`src/rtl/dds_pkg.sv`:
```
`default_nettype none
// ============================================================================
//  Module      : dds_pkg
//  Description : Shared widths, command record and FSM encoding for the DDS
//                timed parameter scheduler.
//  Revision    : 1.0 - initial release
// ============================================================================
package dds_pkg;

    localparam int TS_W    = 48;
    localparam int FREQ_W  = 48;
    localparam int PHASE_W = 14;

    // 'time' is a reserved word, so the apply timestamp field is named ts
    typedef struct packed {
        logic [TS_W-1:0]    ts;
        logic [FREQ_W-1:0]  freq;
        logic [PHASE_W-1:0] phase;
        logic               sync;
    } dds_cmd_t;

    typedef enum logic [1:0] {
        IDLE  = 2'd0,
        ARMED = 2'd1,
        APPLY = 2'd2
    } dds_state_e;

endpackage
`default_nettype wire

```
`src/rtl/dds_cmd_fifo.sv`:
```
`default_nettype none
// ============================================================================
//  Module      : dds_cmd_fifo
//  Description : Synchronous show-ahead FIFO of timed DDS commands.
//  Revision    : 1.0 - initial release
// ============================================================================
module dds_cmd_fifo
    import dds_pkg::*;
#(
    parameter int DEPTH = 8,
    parameter int CNT_W = 4
) (
    input  logic             clk,
    input  logic             resetn,
    input  logic             i_push,
    input  dds_cmd_t         i_data,
    input  logic             i_pop,
    output dds_cmd_t         o_head,
    output logic             o_full,
    output logic             o_empty,
    output logic [CNT_W-1:0] o_count
);

    localparam int c_AW = CNT_W - 1;

    dds_cmd_t         r_mem [DEPTH];
    logic [c_AW-1:0]  r_wr_ptr;
    logic [c_AW-1:0]  r_rd_ptr;
    logic [CNT_W-1:0] r_count;
    logic             w_push;
    logic             w_pop;

    assign o_full  = (r_count == CNT_W'(DEPTH));
    assign o_empty = (r_count == '0);
    assign w_push  = i_push && !o_full;
    assign w_pop   = i_pop && !o_empty;
    assign o_head  = r_mem[r_rd_ptr];
    assign o_count = r_count;

    always_ff @(posedge clk) begin
        if (w_push) begin
            r_mem[r_wr_ptr] <= i_data;
        end
    end

    always_ff @(posedge clk) begin
        if (!resetn) begin
            r_wr_ptr <= '0;
            r_rd_ptr <= '0;
            r_count  <= '0;
        end else begin
            if (w_push) begin
                r_wr_ptr <= r_wr_ptr + c_AW'(1);
            end
            if (w_pop) begin
                r_rd_ptr <= r_rd_ptr + c_AW'(1);
            end
            case ({w_push, w_pop})
                2'b10:   r_count <= r_count + CNT_W'(1);
                2'b01:   r_count <= r_count - CNT_W'(1);
                default: r_count <= r_count;
            endcase
        end
    end

endmodule
`default_nettype wire

```
`src/rtl/dds_param_scheduler.sv`:
```
`default_nettype none
// ============================================================================
//  Module      : dds_param_scheduler
//  Description : Free-running timestamp plus timed freq/phase/sync command
//                scheduler feeding the DDS phase MAC.
//  Revision    : 1.0 - initial release
// ============================================================================
module dds_param_scheduler
    import dds_pkg::*;
#(
    parameter int FIFO_DEPTH = 8,
    parameter int CNT_W      = 4
) (
    input  logic               clk,
    input  logic               resetn,
    input  logic               s_valid,
    output logic               s_ready,
    input  logic [TS_W-1:0]    s_time,
    input  logic [FREQ_W-1:0]  s_freq,
    input  logic [PHASE_W-1:0] s_phase,
    input  logic               s_sync,
    input  logic               ts_load,
    input  logic [TS_W-1:0]    ts_load_value,
    input  logic               clear_late,
    output logic [TS_W-1:0]    timestamp,
    output logic [TS_W-1:0]    timeoffset,
    output logic [FREQ_W-1:0]  freq,
    output logic [PHASE_W-1:0] phase,
    output logic               update_pulse,
    output logic               late_flag,
    output logic [CNT_W-1:0]   fifo_count
);

    dds_state_e         r_state;
    dds_state_e         w_state_nxt;
    dds_cmd_t           r_hold;
    dds_cmd_t           w_fifo_head;
    dds_cmd_t           w_s_cmd;
    logic [TS_W-1:0]    r_ts;
    logic [TS_W-1:0]    r_toff;
    logic [FREQ_W-1:0]  r_freq;
    logic [PHASE_W-1:0] r_phase;
    logic               r_late;
    logic [TS_W-1:0]    w_ts_nxt;
    logic [TS_W-1:0]    w_diff;
    logic               w_on_time;
    logic               w_late;
    logic               w_due;
    logic               w_fire;
    logic               w_pop;
    logic               w_push;
    logic               w_fifo_full;
    logic               w_fifo_empty;

    assign s_ready = resetn && !w_fifo_full;
    assign w_push  = s_valid && s_ready;
    assign w_s_cmd = '{ts: s_time, freq: s_freq, phase: s_phase, sync: s_sync};

    dds_cmd_fifo #(
        .DEPTH (FIFO_DEPTH),
        .CNT_W (CNT_W)
    ) u_fifo (
        .clk     (clk),
        .resetn  (resetn),
        .i_push  (w_push),
        .i_data  (w_s_cmd),
        .i_pop   (w_pop),
        .o_head  (w_fifo_head),
        .o_full  (w_fifo_full),
        .o_empty (w_fifo_empty),
        .o_count (fifo_count)
    );

    // Compare against the value the timestamp takes on the coming edge so the
    // new parameters land together with the matching timestamp.
    assign w_ts_nxt  = ts_load ? ts_load_value : r_ts + TS_W'(1);
    assign w_diff    = r_hold.ts - w_ts_nxt;
    assign w_on_time = (w_diff == '0);
    assign w_late    = w_diff[TS_W-1];
    assign w_due     = w_on_time || w_late;

    always_ff @(posedge clk) begin
        if (!resetn) begin
            r_state <= IDLE;
        end else begin
            r_state <= w_state_nxt;
        end
    end

    always_comb begin
        w_state_nxt = r_state;
        case (r_state)
            IDLE:    if (!w_fifo_empty) w_state_nxt = ARMED;
            ARMED:   if (w_due) w_state_nxt = APPLY;
            APPLY:   w_state_nxt = w_fifo_empty ? IDLE : ARMED;
            default: w_state_nxt = IDLE;
        endcase
    end

    always_comb begin
        w_pop        = 1'b0;
        w_fire       = 1'b0;
        update_pulse = 1'b0;
        case (r_state)
            IDLE:  w_pop = !w_fifo_empty;
            ARMED: w_fire = w_due;
            APPLY: begin
                update_pulse = 1'b1;
                w_pop        = !w_fifo_empty;
            end
            default: ;
        endcase
    end

    always_ff @(posedge clk) begin
        if (!resetn) begin
            r_ts    <= '0;
            r_hold  <= '0;
            r_toff  <= '0;
            r_freq  <= '0;
            r_phase <= '0;
            r_late  <= 1'b0;
        end else begin
            r_ts <= w_ts_nxt;
            if (w_pop) begin
                r_hold <= w_fifo_head;
            end
            if (w_fire) begin
                r_freq  <= r_hold.freq;
                r_phase <= r_hold.phase;
                if (r_hold.sync) begin
                    r_toff <= r_hold.ts;
                end
            end
            if (w_fire && w_late) begin
                r_late <= 1'b1;
            end else if (clear_late) begin
                r_late <= 1'b0;
            end
        end
    end

    assign timestamp  = r_ts;
    assign timeoffset = r_toff;
    assign freq       = r_freq;
    assign phase      = r_phase;
    assign late_flag  = r_late;

endmodule
`default_nettype wire
```
`config.mk`:
```
export PLATFORM = sky130hd
export DESIGN_NAME = dds_param_scheduler
export DESIGN_NICKNAME = d
export VERILOG_FILES = /design/src/rtl/dds_pkg.sv /design/src/rtl/dds_cmd_fifo.sv /design/src/rtl/dds_param_scheduler.sv
export SDC_FILE = /design/constraint.sdc
export NUM_CORES = 2
export LEC_CHECK = 0
export CAP_MARGIN = 20
export CORE_MARGIN = 3
export CORE_UTILIZATION = 38
export CTS_BUF_LIST = sky130_fd_sc_hd__clkbuf_4 sky130_fd_sc_hd__clkbuf_8
export DETAILED_ROUTE_END_ITERATION = 12
export PLACE_DENSITY_LB_ADDON = 0.1
export SLEW_MARGIN = 25
export SYNTH_ARGS = -nofsm -noshare
export SYNTH_HDL_FRONTEND = slang
export SYNTH_SLANG_ARGS = --single-unit
```
`constraint.sdc`:
```
create_clock -name clk -period 22.9 [get_ports clk]
set_input_delay 2.29 -clock clk [delete_from_list [all_inputs] [get_ports clk]]
set_output_delay 2.29 -clock clk [all_outputs]
set_load 0.01 [all_outputs]
```
==> impl_metrics.toml <==
[yosys]
synthesis.area_mm2 = 0.0477
synth.avg_cell_area_um2 = 15.5
synth.distinct_cells = 82
ys_top_cells_by_area = "edfxtp_1, dfxtp_1, mux4_2, mux2i_1, nor2_1"
yosysTopAreaCell = "edfxtp_1"
seq_area_frac_synth = 0.677
syn_inst = 3076
syn_nets = 3295
ys_seq_elements = 1170
synthFlopType = "edfxtp_1"
ys_async_sr_fraction = 0
synth_top_area_share = 0.559
synth-edff-count = 888
yosysWarnings = 0

[global_route]
grt_max_degree = 152
grt-ovfl-total = 0
grt_pass1_vias = 29500
antenna_found_initial = 21
grt_pass1_wl_um = 199000
track_usage = 0.207

[setup_path]
rrSetupSlack_ps = 15350
cpPeakStageDelay_ps = 720
crit_chain = "buf_4, buf_4, nor2_1, a21oi_1, ha_1, a21oi_1, o21ai_0, a21o_1, a2111oi_2, o211ai_1, a2111oi_0, nand4_1, nor4_4, a21oi_4, nor2_8, buf_4, mux2i_1"
crit_top_cell = "buf_4"
required_ps = 23680
crit_type = "primary input to flop"
cp_max_fo = 50
cpLargestDelayFamily = "compound AO/OA/AOI/OAI gates"
critPathCaptureType = "flop"
arrival_ps = 8480
cpMaxStageDelayCell = "buf_4"
start_kind = "primary input"
cp_num_buf_inv = 3

[final_layout]
nNetsFinal = 3678
final_common_cell = "edfxtp_1"
instances_no_fill = 5276
final_layout_size_suffix_gt1_frac = 0.178
syn2layout_area_growth_pct = 19.4
layout_common_cells = "edfxtp_1, clkdlybuf4s50_1, nor2_1"

[power_and_ir_drop]
power.density_mw_per_mm2 = 107
peakVddDrop_mv = 0.123
p_int_mw = 4.17
p_seq_frac = 0.419
swShare = 0.318
p_clk_frac = 0.315
switchingPower_mw = 1.94
leakagePower_nw = 18.7
p_comb_frac = 0.266

[drt]
routed_wl_um = 135000
post-route-drc-count = 0
ant_nets = 0
post_drt_wl_per_cell_um = 25.6
viasPerCell = 5.37
firstDrtPassIters = 5
first_iter_violations = 1915
vias = 28300

[min_path]
hold_class = "flop to flop"

[cts]
clkLatencyLatePin_ps = 910
cts_tree = "done"
ctsResizeCount = 0
clock-sinks = 1170
htree_levels = 4
ctsLongestPathBuffers = 3
clk_pin_slew_worst_paths_ps = 60
post_cts_buffers = 0
cts_root_buffer = "clkbuf_8"
ctsHoldBuffers = 0
cts_buffers = 195

[sta]
rsz0062_at_grt = "no"
finClkSkew_ps = 64.9
setup_viol = 0
hold_viol = 0
tns_ps = 0
final-max-slew-violation-count = 0
max_freq_mhz = 130
fin_crit_ps = 7700
min_period_over_period = 0.336
max_slew.worst_pin.slew_ps = 1050
relSlewSlack = 0.298

[die]
core_mm2 = 0.124
dieArea_mm2 = 0.130
die_h_um = 360
io_pins = 329
rows = 129
fp.dieW_um = 360
start_util = 0.385

[placement]
gp_congestion = 0.867
port_buffers = 328
hpwl_um = 83100
dp.cells = 4899

[flow_run]
maxCapViolations = 0

[status]
status = "finished, final reports clean"
## worst paths after layout
kind,cells after the start,to,from
max,17,timeoffset[44],ts_load
min reg2reg,2,timeoffset[4],timeoffset[4]
min,2,timeoffset[4],timeoffset[4]
max reg2reg,24,timeoffset[44],timestamp[0]
## power groups by stage
stage	registers, mW	clock network [mW]	logic (mW)
after floorplan	2.53	0	1.14
after global placement	2.61	0	1.63
after detailed placement	2.61	0	1.64
after CTS	2.56	1.98	1.65
after global routing	2.57	2.09	1.78
final	2.56	1.93	1.63
## tightest hold or removal path, delay by kind of cell, from the launching register on
| kind | cells | cell delay [ps] |
|---|---|---|
| flip-flops | 1 | 310 |
| multiplexers | 1 | 50 |
| AND/OR/NAND/NOR | 1 | 50 |
## routing by layer
layer	up-vias	track usage	part of all wire
li1	12800	-	-
met1	14500	0.270	0.43
met2	764	0.355	0.50
met3	205	0.0423	0.050
met4	18	0.0495	0.018
met5	-	0	0.00087
## stage by stage
step	worst slack (ps)	util	area, um^2	power (mW)	hold WS [ps]
final	15200	0.459	57000	6.11	457
after global routing	14750	0.459	57000	6.44	477
after CTS	15290	0.459	57000	6.20	462
after detailed placement	14350	0.425	52800	4.25	450
after global placement	14300	0.425	52700	4.24	445
after floorplan	11420	-	47700	3.67	451
## flip-flops by register name, indices dropped and copies added, names as in the netlist, 2 cells and up
signal	cells
timestamp	48
r_state	2
timeoffset	48
freq	48
phase	14
u_fifo.r_mem	888
u_fifo.r_wr_ptr	3
u_fifo.o_count	4
r_hold	111
u_fifo.r_rd_ptr	3
## area by class of cell
| cell class | instances | area, um^2 |
|---|---|---|
| multi-input cells | 1699 | 14600 |
| repair buffers | 368 | 3690 |
| well taps | 1637 | 2050 |
| diodes | 7 | 17.5 |
| clock inverters | 70 | 527 |
| fillers | 10900 | 67100 |
| inverters | 25 | 101 |
| clock buffers | 300 | 3670 |
| flip-flops and latches | 1170 | 32300 |
## cell families after synthesis
family / count (synthesis) / share of synthesized area
buffers and inverters: 207 / 0.0182
AND/OR/NAND/NOR: 708 / 0.0660
multiplexers: 455 / 0.154
XOR/XNOR: 58 / 0.0106
adder cells (fa/ha/maj): 55 / 0.0147
flip-flops: 1170 / 0.677
AO/OA/AOI/OAI: 423 / 0.0597
## cells in the mapped netlist (22+ instances only)
cell,n
o21ai_0,51
mux4_2,222
nor3_1,27
edfxtp_1,888
a21oi_1,119
nor2_1,327
ha_1,53
a211oi_1,120
buf_1,32
buf_2,22
nand2_1,184
nand4_1,38
mux2i_1,232
clkbuf_1,122
inv_1,24
xor2_1,36
dfxtp_1,282
nand3_1,41
xnor2_1,22
No activity file was read; power rests on OpenSTA's default activity.
